--- src/rtl/token_glb_arbiter.sv ---
// rtl/token_glb_arbiter.sv - GLB SRAM port arbiter for the token-engine FIFO controllers
module token_glb_arbiter #(
    parameter int NUM_RD    = 3,
    parameter int ADDR_W    = 32,
    parameter int DATA_W    = 32,
    parameter int BURST_MAX = 4
) (
    input  logic                     clk,
    input  logic                     rst_n,
    input  logic                     arb_clear_i,
    input  logic [NUM_RD-1:0]        rd_req_i,
    input  logic [NUM_RD*ADDR_W-1:0] rd_addr_i,
    output logic [NUM_RD-1:0]        rd_permit_o,
    output logic [NUM_RD-1:0]        rd_valid_o,
    output logic [DATA_W-1:0]        rd_data_o,
    input  logic                     wr_req_i,
    input  logic [ADDR_W-1:0]        wr_addr_i,
    input  logic [DATA_W-1:0]        wr_data_i,
    output logic                     wr_permit_o,
    output logic                     glb_en_o,
    output logic                     glb_we_o,
    output logic [ADDR_W-1:0]        glb_addr_o,
    output logic [DATA_W-1:0]        glb_wdata_o,
    input  logic [DATA_W-1:0]        glb_rdata_i,
    output logic                     fifo_glb_busy_o
);

    localparam int OW = (NUM_RD > 1) ? $clog2(NUM_RD) : 1;
    localparam int CW = $clog2(BURST_MAX + 1);

    typedef enum logic [1:0] {
        ST_IDLE = 2'd0,
        ST_RD   = 2'd1,
        ST_WR   = 2'd2
    } state_e;

    state_e              state_q, state_d;
    logic [OW-1:0]       owner_q, owner_d;
    logic [OW-1:0]       rr_ptr_q, rr_ptr_d;
    logic [CW-1:0]       burst_cnt_q, burst_cnt_d;
    logic                wr_hold_q, wr_hold_d;
    logic [NUM_RD-1:0]   rd_valid_q, rd_valid_d;

    logic                owner_req;
    logic [ADDR_W-1:0]   owner_addr;
    logic [OW-1:0]       rr_pick;
    logic [OW-1:0]       hi_pick;
    logic [OW-1:0]       lo_pick;
    logic                hi_found;
    logic                last_beat;

    // Select the current read owner's live request and address.
    always_comb begin
        owner_req  = 1'b0;
        owner_addr = '0;
        for (int i = 0; i < NUM_RD; i++) begin
            if (owner_q == OW'(i)) begin
                owner_req  = rd_req_i[i];
                owner_addr = rd_addr_i[i*ADDR_W +: ADDR_W];
            end
        end
    end

    // Round-robin pick: lowest requester at or after rr_ptr, else lowest requester overall.
    always_comb begin
        hi_found = 1'b0;
        hi_pick  = '0;
        lo_pick  = '0;
        for (int i = NUM_RD - 1; i >= 0; i--) begin
            if (rd_req_i[i]) begin
                if (OW'(i) >= rr_ptr_q) begin
                    hi_pick  = OW'(i);
                    hi_found = 1'b1;
                end
                lo_pick = OW'(i);
            end
        end
        rr_pick = hi_found ? hi_pick : lo_pick;
    end

    // Permits and GLB port drive follow the registered owner and the live request.
    always_comb begin
        rd_permit_o = '0;
        wr_permit_o = 1'b0;
        glb_en_o    = 1'b0;
        glb_we_o    = 1'b0;
        glb_addr_o  = '0;
        glb_wdata_o = '0;
        case (state_q)
            ST_RD: begin
                for (int i = 0; i < NUM_RD; i++) begin
                    if (owner_q == OW'(i)) begin
                        rd_permit_o[i] = rd_req_i[i];
                    end
                end
                glb_en_o   = owner_req;
                glb_addr_o = owner_addr;
            end
            ST_WR: begin
                wr_permit_o = wr_req_i;
                glb_en_o    = wr_req_i;
                glb_we_o    = wr_req_i;
                glb_addr_o  = wr_addr_i;
                glb_wdata_o = wr_data_i;
            end
            default: begin
            end
        endcase
    end

    // Next-state: arbitration in IDLE, burst accounting and exit bookkeeping, soft clear on top.
    always_comb begin
        state_d     = state_q;
        owner_d     = owner_q;
        rr_ptr_d    = rr_ptr_q;
        burst_cnt_d = burst_cnt_q;
        wr_hold_d   = wr_hold_q;
        rd_valid_d  = rd_permit_o;
        last_beat   = (burst_cnt_q == CW'(BURST_MAX - 1));
        case (state_q)
            ST_IDLE: begin
                burst_cnt_d = '0;
                if (wr_req_i && !(wr_hold_q && (|rd_req_i))) begin
                    state_d = ST_WR;
                end else if (|rd_req_i) begin
                    state_d = ST_RD;
                    owner_d = rr_pick;
                end
            end
            ST_RD: begin
                if (!owner_req || last_beat) begin
                    state_d     = ST_IDLE;
                    burst_cnt_d = '0;
                    rr_ptr_d    = (owner_q == OW'(NUM_RD - 1)) ? '0 : owner_q + 1'b1;
                    wr_hold_d   = 1'b0;
                end else begin
                    burst_cnt_d = burst_cnt_q + 1'b1;
                end
            end
            ST_WR: begin
                if (!wr_req_i || last_beat) begin
                    state_d     = ST_IDLE;
                    burst_cnt_d = '0;
                    wr_hold_d   = |rd_req_i;
                end else begin
                    burst_cnt_d = burst_cnt_q + 1'b1;
                end
            end
            default: begin
                state_d     = ST_IDLE;
                burst_cnt_d = '0;
            end
        endcase
        if (arb_clear_i) begin
            state_d     = ST_IDLE;
            rr_ptr_d    = '0;
            wr_hold_d   = 1'b0;
            burst_cnt_d = '0;
            rd_valid_d  = '0;
        end
    end

    // State registers with asynchronous reset.
    always_ff @(posedge clk or negedge rst_n) begin
        if (!rst_n) begin
            state_q     <= ST_IDLE;
            owner_q     <= '0;
            rr_ptr_q    <= '0;
            burst_cnt_q <= '0;
            wr_hold_q   <= 1'b0;
            rd_valid_q  <= '0;
        end else begin
            state_q     <= state_d;
            owner_q     <= owner_d;
            rr_ptr_q    <= rr_ptr_d;
            burst_cnt_q <= burst_cnt_d;
            wr_hold_q   <= wr_hold_d;
            rd_valid_q  <= rd_valid_d;
        end
    end

    assign rd_valid_o      = rd_valid_q;
    assign rd_data_o       = glb_rdata_i;
    assign fifo_glb_busy_o = (state_q != ST_IDLE);

endmodule
--- config.mk ---
export PLATFORM = sky130hd
export DESIGN_NAME = token_glb_arbiter
export DESIGN_NICKNAME = d
export VERILOG_FILES = /design/src/rtl/token_glb_arbiter.sv
export SDC_FILE = /design/constraint.sdc
export NUM_CORES = 1
export LEC_CHECK = 0
export CORE_AREA = 2 2 118 120
export DETAILED_ROUTE_END_ITERATION = 8
export DIE_AREA = 0 0 120 122
export DONT_BUFFER_PORTS = 1
export GPL_ROUTABILITY_DRIVEN = 1
export SLEW_MARGIN = 20
export SYNTH_ARGS = -nofsm -noshare
export SYNTH_HDL_FRONTEND = slang
export SYNTH_SLANG_ARGS = --single-unit
export TNS_END_PERCENT = 1
--- constraint.sdc ---
create_clock -name clk -period 4.65 [get_ports clk]
set_clock_uncertainty 0.2 [all_clocks]
set_input_delay 1.1625 -clock clk [delete_from_list [all_inputs] [get_ports clk]]
set_output_delay 1.1625 -clock clk [all_outputs]
set_load 0.01 [all_outputs]
After elaboration in Yosys (flattened, before gate mapping)
Index checks and enable logic that the tools add are counted.
- add/subtract/negate cells: 2
- order comparisons: 3
- eq/ne operators: 8
- mux-type cells: 48
- bitwise logic cells: 1
- reduce and logical (&&, ||, !) cells: 18
- operators by type and width (cell ; count):
    two-way mux 32 bit ; 4
    case mux 32 bit (2 select lines) ; 1
    two-way mux 2 bit ; 19
    two-way mux 1 bit ; 15
    two-way mux 3 bit ; 5
    AND reduction 3 bit ; 3
    inequality test 3 bit, second input constant ; 2
    case mux 2 bit (3 select lines) ; 1
    case mux 3 bit (2 select lines) ; 1
    nonzero test 2 bit ; 3
    == test 2 x 1 -> 1 bit, second input constant ; 2
    == test 2 bit, second input constant ; 2
    greater-or-equal comparator 1 x 2 -> 1 bit, first input constant ; 2
    logical NOT 2 bit ; 2
    inequality test 4 bit, second input constant ; 1
    case mux 1 bit (2 select lines) ; 2
    adder 3 x 1 -> 3 bit, second input constant ; 1
    == test 3 x 2 -> 1 bit, second input constant ; 1
    logical NOT 1 bit ; 3
    nonzero test 3 bit ; 1
    OR reduction 3 bit ; 1
    adder 2 x 1 -> 2 bit, second input constant ; 1
    greater-or-equal comparator 2 bit, first input constant ; 1
    logical AND 1 bit ; 2
    3 further kinds ; 4
- register bits: 13
- input port bits: 199
- output and inout bits: 106

Longest topological paths before layout
Gate-level depths: netlist of the first run.
- depth in word-level cells: 9
- gate-level depth with buffers: 7
- depth with buffers taken out: 6

Least setup slack after synthesis of the first run
No wires, ideal clock.
- path type: input to output
- start point: input rd_req_i[2]
- end point: output glb_en_o
- data arrival time: 1.788 ns
- slack: 1.500 ns
- stages on the path: 3
- buffers on the path: 0
- path through: mux2i_1 -> o311ai_2 -> and2_1
- longest elaborated chain between the ends: 2
- RTL lines (item ; RTL line ; text):
    from (decl) ; 11 ; input logic [NUM_RD-1:0] rd_req_i,
    two-way mux 1 bit ; 57 ; if (owner_q == OW'(i)) begin
    case mux 1 bit (2 select lines) ; 89 ; case (state_q)
    to (decl) ; 20 ; output logic glb_en_o,
Every way passes these cells.

Worst setup path after layout of the first run
- start point: register state_q[0]
- end point: output glb_addr_o[1]
- longest elaborated chain between the ends: 2
- elaborated cells on any way between the ends: 3
- classes of those cells: eq/ne (2); mux (1)
- RTL lines (item ; RTL line ; text):
    from (decl) ; 37 ; state_e state_q, state_d;
    from (signal assigned) ; 173 ; state_q <= state_d;
    == test 2 bit / == test 2 x 1 -> 1 bit (equally long branches) ; 89 ;
    case mux 32 bit (2 select lines) * ; 89 ;
    to (decl) ; 22 ; output logic [ADDR_W-1:0] glb_addr_o,
Every way passes the cells marked *; elsewhere a longest branch is shown, timed or not.

==> impl_results.md, run 1 <==
- Internal power: 0.000577 W
- Reg2reg setup slack: 2390 ps
- Clock Pin Slew Worst Setup and Hold Paths: 40 ps
- Mux cell area share after synthesis: 13.8%
- Std cell rows: 43
- Post-DR vias/cell: 4.79
- Critical-path cell list: inv_1 > ha_2 > buf_4 > nand2_1 > a21boi_1
- Worst-Skew Late Latency: 240 ps
- RD Place Congestion: 0.882
- Leakage power: 0.858 nW
- Vias in the first global route: 2281
- Kind of critical path: register to output pin
- Post-Layout Cell Count: 501
- Hold-fix buffers, CTS: 0
- Data required, critical path: 3290 ps
- CP arrival: 2070 ps
- Ys Warns: 0
- Net Count, Synth: 574
- Critical Path Source: state_q[0]
- Synthesized area per cell: 6.96 sq um
- Post-DP HPWL: 7.38 mm
- DR iter-0 viols: 77
- XOR/XNOR share of the synthesized area: 0%
- # DRC: 0
- Core footprint: 0.0135 sq mm
- Synth Area in Simple Gates: 34.5%
- Largest net degree at the start of global routing: 43
- CTS resizes: 0
- Run status: finished clean
- Post-synthesis sequential area ratio: 12.6%
- Area grow syn2layout: -1.17%
- Share of cells above drive strength 1: 6.25%
- Reg power frac: 12.5%
- GR Util met2: 20.5%
- Critical Path Sink Type: output pin
- DRT Pass-1 Iters: 4
- Net switching power figure: 0.000636 W
- Slew HR: 55.8%
- GRT Max-Usage Layer: met2
- Tot GR Track Use: 11.4%
- Area after DPL: 0.00246 sq mm
- Compound-Gate Fraction of Synth Area: 20.7%
- Final-report hold violation count: 0
- Remaining global-route overflow: 0
- Post-synthesis cell area: 0.00257 sq mm
- R2r worst-path depth: 5
- Die ar.: 0.0146 sq mm
- Fmax: 291 MHz
- Yosys reg bits: 13
- Worst vdd ir: 0.176 mV
- Tcrit/Tclk final: 73.8%
- Final nets: 525
- Finish-stage setup viols: 0
- GRT met1 Usage: 13.4%
- First-pass GRT wire length: 12.9 mm
- Number of max-cap violations: 0
- Initial Util: 19.1%
- Post-synth EDFFs: 0
- Max-slew violations: 0
- CTS tree: yes
- Post-route ant nets: 0
- Worst hold path type: register to register
- Clock Tree Buf Depth: 2
- Yosys cell types: 41
- Root Buffer: clkbuf_16
- Post-synth ARST share: 100%
- Final min period: 3430 ps
- Vias: 2398
- Worst hold stages: 1
- Post-Synth Adder-Cell Area: 2.43%
- Crit-path max cell delay: 530 ps
- Cts bufs inserted: 3
- Worst Setup Start Kind: register
- Worst Path Max Fanout: 42
- Post-CTS Setup Bufs: 0
- Pwr Density: 477 mW/mm^2
- Sw frac: 52.4%
- Die W: 120 um
- # H-tree levels: 1
- RR Startpoint: owner_q[1]
- R2r endpoint: rr_ptr_q[0]
- RSZ-0062 raised after global routing: false
- Worst hold path endpoint: burst_cnt_q[0]
- Worst slew pin tran: 664 ps
- Sink Count: 13
- Ys flop type: dfrtp_1
- IO buf count: 0
- Met3 usage: 2.57%
- Die height: 122 um
- CP max-delay cell: ha_2
- Main combinational cell family by area after synthesis: simple AND/OR/NAND/NOR gates
- Clock Power Share: 13.1%
- Fin area: 0.00254 sq mm
- HP Start: burst_cnt_q[0]
- Synth Instances: 370
- Routed WL per cell: 18.3 um
- Placed Cells: 496
- Initial antenna violation count: 1
- Final setup TNS: 0 ps
- WL final: 9.15 mm
- Ports: 305
- Gate power share: 74.3%
-- registers in the layout (all words and copies together), names as in the netlist --
name,cells
rd_valid_o,3
state_q,2
owner_q,2
burst_cnt_q,3
rr_ptr_q,2
wr_hold_q,1
-- worst max-delay path, delay by kind of cell, from the launching register on --
family                   cells  cell delay, ps
adder cells (fa/ha/maj)      1             530
AND/OR/NAND/NOR              1             100
AO/OA/AOI/OAI                1             260
buffers and inverters        2             530
flip-flops                   1             390
-- worst max-delay path by stage --
| stage | endpoint | cells past startpoint |
|---|---|---|
| finish | glb_addr_o[1] | 5 |
| global route | glb_addr_o[13] | 5 |
| CTS | glb_addr_o[1] | 5 |
| detailed placement | glb_en_o | 3 |
| global placement | glb_addr_o[30] | 4 |
| floorplan | glb_en_o | 3 |
-- cell usage after synthesis (4+ instances only) --
cell      count  area (sq um)
clkbuf_1     17          63.8
nand2b_1      5          31.3
nor3_1        4          20.0
dfrtp_1      13           325
a21boi_1     32           240
o21ai_1      30           150
and2_0       26           163
and2_1       39           244
o21ai_0       8          40.0
inv_1         7          26.3
nor2_1       36           135
mux2i_1      34           340
nand2_1      39           146
buf_2         4          20.0
ha_1          5          62.6
buf_4        35           263
-- kinds of logic after synthesis --
logic type / count (synthesis)
adders and majority gates: 5
DFF: 13
muxes: 35
AOI/OAI and AO/OA: 81
buffers and inverters: 67
and+or+nand+nor: 169
-- cell usage in the layout (no fill, tap or decap), types with 2 or more instances in the layout --
| master | n |
|---|---|
| and3_1 | 2 |
| a21boi_1 | 32 |
| buf_4 | 6 |
| mux2i_1 | 34 |
| inv_1 | 7 |
| nor3b_2 | 2 |
| nand2b_1 | 5 |
| nor3_1 | 4 |
| and2_0 | 26 |
| nor2_1 | 36 |
| nand3_1 | 3 |
| nand2_1 | 39 |
| a21oi_1 | 2 |
| nor4b_1 | 3 |
| o21ai_0 | 8 |
| clkbuf_16 | 3 |
| nor2b_1 | 3 |
| dfrtp_1 | 12 |
| and2_1 | 39 |
| ha_1 | 4 |
| o21ai_1 | 30 |
-- power by group through the flow --
stage	Clock [W]	Combinational, W	Sequential [W]
6_report	0.000159	0.000902	0.000152
5_1_grt	0.000171	0.00101	0.000155
4_1_cts	0.000165	0.000930	0.000152
3_5_place_dp	0	0.000927	0.000154
3_3_place_gp	0	0.000919	0.000153
2_1_floorplan	0	0.000768	0.000149
-- stage by stage --
| step | util [%] | setup slack (ps) | power (W) | hold WS [ps] |
|---|---|---|---|---|
| finish | 18.8 | 1220 | 0.00121 | 256 |
| floorplan | - | 1500 | 0.000917 | 228 |
| global placement | 18.2 | 1410 | 0.00107 | 249 |
| CTS | 18.8 | 1140 | 0.00125 | 260 |
| global route | 18.8 | 1010 | 0.00133 | 274 |
| detailed placement | 18.2 | 1400 | 0.00108 | 250 |
-- per-layer routing --
layer  vias up  part of all wire (%)
met4         0                   2.4
met1      1106                    40
met3        22                   8.1
met2       170                    50
li1       1100                     -
met5         -                     0
-- area by class of cell --
type	count	area, sq um
timing repair buffer	6	45.0
inverter	7	26.3
fill	1526	11000
sequential	13	327
clock buffer	4	78.8
antenna	1	2.50
multi-input combinational	290	1840
tap	180	225
No activity file was read; power rests on OpenSTA's default activity.
==> run 2, diff against run 1 <==
==> constraint.sdc (replaced) <==
create_clock -name clk -period 3.05 [get_ports clk]
set_clock_uncertainty 0.2 [all_clocks]
set_input_delay 0.7625 -clock clk [delete_from_list [all_inputs] [get_ports clk]]
set_output_delay 0.7625 -clock clk [all_outputs]
set_load 0.01 [all_outputs]
==> run 2 against run 1 <==
Net effect:
- critical path depth increased by 1
- worst setup slack got worse by 1000 ps
- sequential share of layout area decreased by 0.44 points
- register-to-register slack got worse by 1600 ps
- sequential power increased by 53%
- combinational power increased by 57%
- via count increased by 0.25%
- count of clock-buffer cells in the layout unchanged
- global-route usage increased by 0.34 points
- power increased by 57%
- critical endpoint is now glb_addr_o[30]
- largest power group unchanged
- highest routed layer is now met5
==> impl_results.md, run 2 (same netlist as run 1, synthesis figures left out) <==
- Routed WL per cell: 18.1 um (was 18.3 um)
- Area grow syn2layout: 2.33% (was -1.17%)
- Root Buffer: clkbuf_16 (unchanged)
- Tcrit/Tclk final: 93.9%
- RSZ-0062 raised after global routing: false (unchanged)
- Final setup TNS: 0 ps (unchanged)
- Worst slew pin tran: 646 ps (was 664 ps)
- Cts bufs inserted: 3 (unchanged)
- Largest net degree at the start of global routing: 43 (unchanged)
- Crit-path max cell delay: 500 ps (was 530 ps)
- Final-report hold violation count: 0 (unchanged)
- Reg area: 327 sq um (unchanged)
- Most Frequent Cell on Critical Path: buf_4
- Std cell rows: 43 (unchanged)
- Post-DP HPWL: 7.51 mm (was 7.38 mm)
- Area of the multi-input gates: 0.00184 sq mm (unchanged)
- Core footprint: 0.0135 sq mm (unchanged)
- Run status: finished clean (unchanged)
- Diode count: 0 (was 1)
- Fmax: 349 MHz
- Initial antenna violation count: 2 (was 1)
- Data required, critical path: 2090 ps (was 3290 ps)
- Max-slew violations: 0 (unchanged)
- Worst vdd ir: 0.291 mV (was 0.176 mV)
- CP arrival: 1900 ps (was 2070 ps)
- Vias in the first global route: 2304 (was 2281)
- # H-tree levels: 1 (unchanged)
- Commonest non-fill, non-tap cells in the layout: 39 x and2_1, 39 x nand2_1, 36 x nor2_1 (unchanged)
- RD Place Congestion: 0.907 (was 0.882)
- Number of max-cap violations: 0 (unchanged)
- Final min period: 2860 ps
- Sink Count: 13 (unchanged)
- Post-DR vias/cell: 4.70 (was 4.79)
- RR Startpoint: owner_q[1] (unchanged)
- Worst Setup Start Kind: register (unchanged)
- Remaining global-route overflow: 0 (unchanged)
- Worst-Skew Late Latency: 250 ps (was 240 ps)
- Clock Pin Slew Worst Setup and Hold Paths: 50 ps (was 40 ps)
- Tot GR Track Use: 11.7% (was 11.4%)
- Worst slack, placed: 407 ps (was 1400 ps)
- Initial Util: 19.1% (unchanged)
- IO buf count: 0 (unchanged)
- Die W: 120 um (unchanged)
- # DRC: 0 (unchanged)
- Number of fill cells: 1513 (was 1526)
- Post-route ant nets: 0 (unchanged)
- Leakage power: 0.921 nW (was 0.858 nW)
- Final nets: 537 (was 525)
- Clock Tree Buf Depth: 2 (unchanged)
- Vias: 2404 (was 2398)
- Finish-stage setup viols: 0 (unchanged)
- Share of cells above drive strength 1: 9.34% (was 6.25%)
- Worst hold path type: input pin to async pin (was register to register)
- Critical-path cell list: buf_4 > mux2i_1 > nor2_1 > o21ai_0 > a21boi_1 > buf_4 (was inv_1 > ha_2 > buf_4 > nand2_1 > a21boi_1)
- Die height: 122 um (unchanged)
- CTS tree: yes (unchanged)
- Critical Path Source: owner_q[1] (was state_q[0])
- WL final: 9.26 mm (was 9.15 mm)
- Worst Path Max Fanout: 39 (was 42)
- Ports: 305 (unchanged)
- R2r worst-path depth: 5 (unchanged)
- Kind of critical path: register to output pin (unchanged)
- Die ar.: 0.0146 sq mm (unchanged)
- Slew HR: 57.0% (was 55.8%)
- First-pass GRT wire length: 13.2 mm (was 12.9 mm)
- DRT Pass-1 Iters: 5 (was 4)
- CP max-delay cell: buf_4 (was ha_2)
- Final worst slack: 187 ps (was 1220 ps)
- Post-CTS Setup Bufs: 0 (unchanged)
- DR iter-0 viols: 121 (was 77)
- Pwr Density: 724 mW/mm^2 (was 477 mW/mm^2)
- Critical Path Sink Type: output pin (unchanged)
## run 2: final cells by class
| type | instances | share of cell area [%] |
|---|---|---|
| multi-input combinational | 290 | 69.8 |
| sequential | 13 | 12.4 |
| tap | 180 | 8.55 |
| timing repair buffer | 18 | 5.22 |
| clock buffer | 4 | 2.99 |
| inverter | 7 | 0.997 |
## run 2: stage by stage
stage	instances	hold WS (ps)	total power, W	instance area, sq um	utilization, %
finish	512	4.84	0.00191	2640	19.5
global route	512	2.69	0.00210	2640	19.5
CTS	511	3.70	0.00195	2630	19.4
detailed placement	507	246	0.00169	2550	18.9
global placement	507	246	0.00168	2550	18.9
floorplan	370	228	0.00140	2570	-
## run 2: what timing repair did
item / CTS / global route
setup endpoints to repair: 0 / 0
endpoints found under the hold margin: 0 / 7
resized for setup: 0 / 0
hold buffers: 0 / 1
## run 2: worst paths after layout
kind                                   to  slack (ps)
max                        glb_addr_o[30]         190
min                         rd_valid_o[0]           5
max reg2reg                   rr_ptr_q[0]         820
min reg2reg                burst_cnt_q[0]         250
max in group asynchronous      owner_q[1]        1680
min in group clk           burst_cnt_q[0]         250
## run 2: layer usage
metal  up-vias  wire length (um)  global-route usage (%)
li1       1125                 -                       -
met1      1072              3740                    14.2
met5         -                27                       0
met2       172              4400                    20.1
met4         4               252                    4.34
met3        31               839                    2.90
## run 2: worst max-delay path, delay by kind of cell, from the launching register on
kind	cells	cell delay (ps)
and+or+nand+nor	1	50
AOI/OAI and AO/OA	2	270
buffers and inverters	2	650
DFF	1	340
muxes	1	290
## run 2: power by group
group          switching, W  total, W  leakage [nW]  internal [W]
Combinational      0.000873   0.00142         0.706      0.000544
Sequential        0.0000267  0.000233         0.176      0.000206
Clock             0.0000810  0.000258        0.0382      0.000177
Total              0.000980   0.00191         0.921      0.000927
==> run 3, diff against run 2 <==
--- a/config.mk
+++ b/config.mk
@@ -5,9 +5,9 @@
 export SDC_FILE = /design/constraint.sdc
 export NUM_CORES = 1
 export LEC_CHECK = 0
-export CORE_AREA = 2 2 118 120
+export CORE_AREA = 2 2 119 121
 export DETAILED_ROUTE_END_ITERATION = 8
-export DIE_AREA = 0 0 120 122
+export DIE_AREA = 0 0 121 123
 export DONT_BUFFER_PORTS = 1
 export GPL_ROUTABILITY_DRIVEN = 1
 export SLEW_MARGIN = 20
==> run 3 against run 2 <==
Net effect:
- worst setup slack improved by 8.5 ps
- die area grew 1.7%
- sequential power is 2% higher
- utilization rose by 0.36 points
- count of clock-buffer cells in the layout unchanged
- via count up 2.3%
- critical path depth did not move
- largest power group unchanged
- highest routed layer is now met4
==> impl_results.md, run 3 (same netlist as run 1, synthesis figures left out) <==
- Worst Setup Start Kind: register (unchanged)
- Max-slew violations: 0 (unchanged)
- Final-report hold violation count: 0 (unchanged)
- Largest net degree at the start of global routing: 56 (was 43)
- Tot GR Track Use: 12.2% (was 11.7%)
- Routed WL per cell: 19.1 um (was 18.1 um)
- Vias: 2460 (was 2404)
- Area of the multi-input gates: 0.00184 sq mm (unchanged)
- Ports: 305 (unchanged)
- RR Startpoint: state_q[1] (was owner_q[1])
- Gate power share: 75.6% (was 74.3%)
- Pwr Density: 739 mW/mm^2 (was 724 mW/mm^2)
- CTS tree: yes (unchanged)
- Hold-fix buffers, CTS: 0 (unchanged)
- Slew HR: 67.0% (was 57.0%)
- Clock Power Share: 12.6% (was 13.5%)
- RD Place Congestion: 0.877 (was 0.907)
- Post-route ant nets: 0 (unchanged)
- WL final: 9.81 mm (was 9.26 mm)
- Leakage power: 0.951 nW (was 0.921 nW)
- Internal power: 0.000986 W (was 0.000927 W)
- Worst hold path type: input pin to async pin (unchanged)
- Tcrit/Tclk final: 93.6% (was 93.9%)
- Cts bufs inserted: 3 (unchanged)
- Clock Tree Buf Depth: 2 (unchanged)
- Reg power frac: 11.8% (was 12.2%)
- Share of cells above drive strength 1: 10.4% (was 9.34%)
- Sw frac: 50.7% (was 51.4%)
- CP Buf/Inv Count: 3 (was 2)
- Kind of critical path: register to output pin (unchanged)
- Initial Util: 18.9% (was 19.1%)
- Worst vdd ir: 0.244 mV (was 0.291 mV)
- Diode count: 0 (unchanged)
- Final min period: 2850 ps (was 2860 ps)
- Placed Cells: 511 (was 507)
- Worst Path Max Fanout: 55 (was 39)
- Die ar.: 0.0149 sq mm (was 0.0146 sq mm)
- Die height: 123 um (was 122 um)
- CP delay by family, top: buffers and inverters (unchanged)
- Crit-path max cell delay: 410 ps (was 500 ps)
- RSZ-0062 raised after global routing: false (unchanged)
- Clock Pin Slew Worst Setup and Hold Paths: 50 ps (about the same)
- DR iter-0 viols: 153 (was 121)
- Reg area: 327 sq um (unchanged)
- Initial antenna violation count: 1 (was 2)
- Finish-stage setup viols: 0 (unchanged)
- Post-DP HPWL: 8.06 mm (was 7.51 mm)
- Sink Count: 13 (unchanged)
- # DRC: 0 (unchanged)
- CP arrival: 1890 ps (was 1900 ps)
- Vias in the first global route: 2315 (was 2304)
- Worst slew pin tran: 495 ps (was 646 ps)
- Number of max-cap violations: 0 (unchanged)
- Root Buffer: clkbuf_16 (unchanged)
- DRT Pass-1 Iters: 4 (was 5)
- Post-DR vias/cell: 4.78 (was 4.70)
- Core footprint: 0.0136 sq mm (was 0.0135 sq mm)
- Remaining global-route overflow: 0 (unchanged)
- Critical Path Source: state_q[0] (was owner_q[1])
- Fin util: 19.9% (was 19.5%)
- Final nets: 540 (was 537)
- Critical Path Sink Type: output pin (unchanged)
- Post-CTS Setup Bufs: 0 (unchanged)
- Net switching power figure: 0.00101 W (was 0.000980 W)
- Area grow syn2layout: 5.05% (was 2.33%)
- Run status: finished clean (unchanged)
- Std cell rows: 43 (unchanged)
- Post-Layout Cell Count: 515 (was 512)
- CP max-delay cell: dfrtp_1 (was buf_4)
- Final setup TNS: 0 ps (unchanged)
- # H-tree levels: 1 (unchanged)
- Data required, critical path: 2090 ps (about the same)
- IO buf count: 0 (unchanged)
- Fmax: 350 MHz (was 349 MHz)
- Number of fill cells: 1543 (was 1513)
- Worst-Skew Late Latency: 240 ps (was 250 ps)
- Critical-path cell list: inv_1 > ha_2 > buf_12 > nand2_1 > a21boi_1 > buf_4 (was buf_4 > mux2i_1 > nor2_1 > o21ai_0 > a21boi_1 > buf_4)
- Commonest non-fill, non-tap cells in the layout: 39 x and2_1, 39 x nand2_1, 36 x nor2_1 (unchanged)
- Die W: 121 um (was 120 um)
- CTS resizes: 0 (unchanged)
- First-pass GRT wire length: 13.6 mm (was 13.2 mm)
run 3: power by group through the flow:
stage / Clock (W) / Combinational, W / Sequential (W)
floorplan: 0 / 0.00117 / 0.000227
global placement: 0 / 0.00152 / 0.000237
detailed placement: 0 / 0.00153 / 0.000239
CTS: 0.000254 / 0.00154 / 0.000236
global route: 0.000262 / 0.00168 / 0.000243
finish: 0.000251 / 0.00151 / 0.000237
run 3: worst paths after layout:
path	endpoint	slack [ps]	depth (start not counted)
worst min-delay path	rr_ptr_q[1]	10	0
min in group clk	burst_cnt_q[0]	250	1
worst min register to register	burst_cnt_q[0]	250	1
worst max-delay path	glb_addr_o[19]	200	6
max in group asynchronous	owner_q[1]	2560	0
worst max register to register	state_q[0]	1030	6
run 3: cell type report:
type / count / area share, %
clock buffer: 4 / 2.91
inverter: 7 / 0.971
multi-input combinational: 290 / 68.0
sequential: 13 / 12.1
tap: 180 / 8.33
timing repair buffer: 21 / 7.68
run 3: per-stage QoR:
step / area [sq um] / hold WS [ps] / setup WS (ps) / power [W]
2_1_floorplan: 2570 / 228 / 592 / 0.00140
3_3_place_gp: 2630 / 252 / 502 / 0.00176
3_5_place_dp: 2630 / 249 / 481 / 0.00177
4_1_cts: 2710 / 9.71 / 207 / 0.00203
5_1_grt: 2710 / 5.72 / 33.8 / 0.00219
6_report: 2710 / 11.2 / 196 / 0.00200
run 3: layer usage:
metal | share of wire (%) | vias up | GRT usage (%)
li1 | - | 1136 | -
met1 | 39 | 1119 | 14.2
met2 | 49 | 183 | 21.9
met3 | 9.7 | 22 | 3.04
met4 | 2.2 | 0 | 3.78
met5 | 0 | - | 0
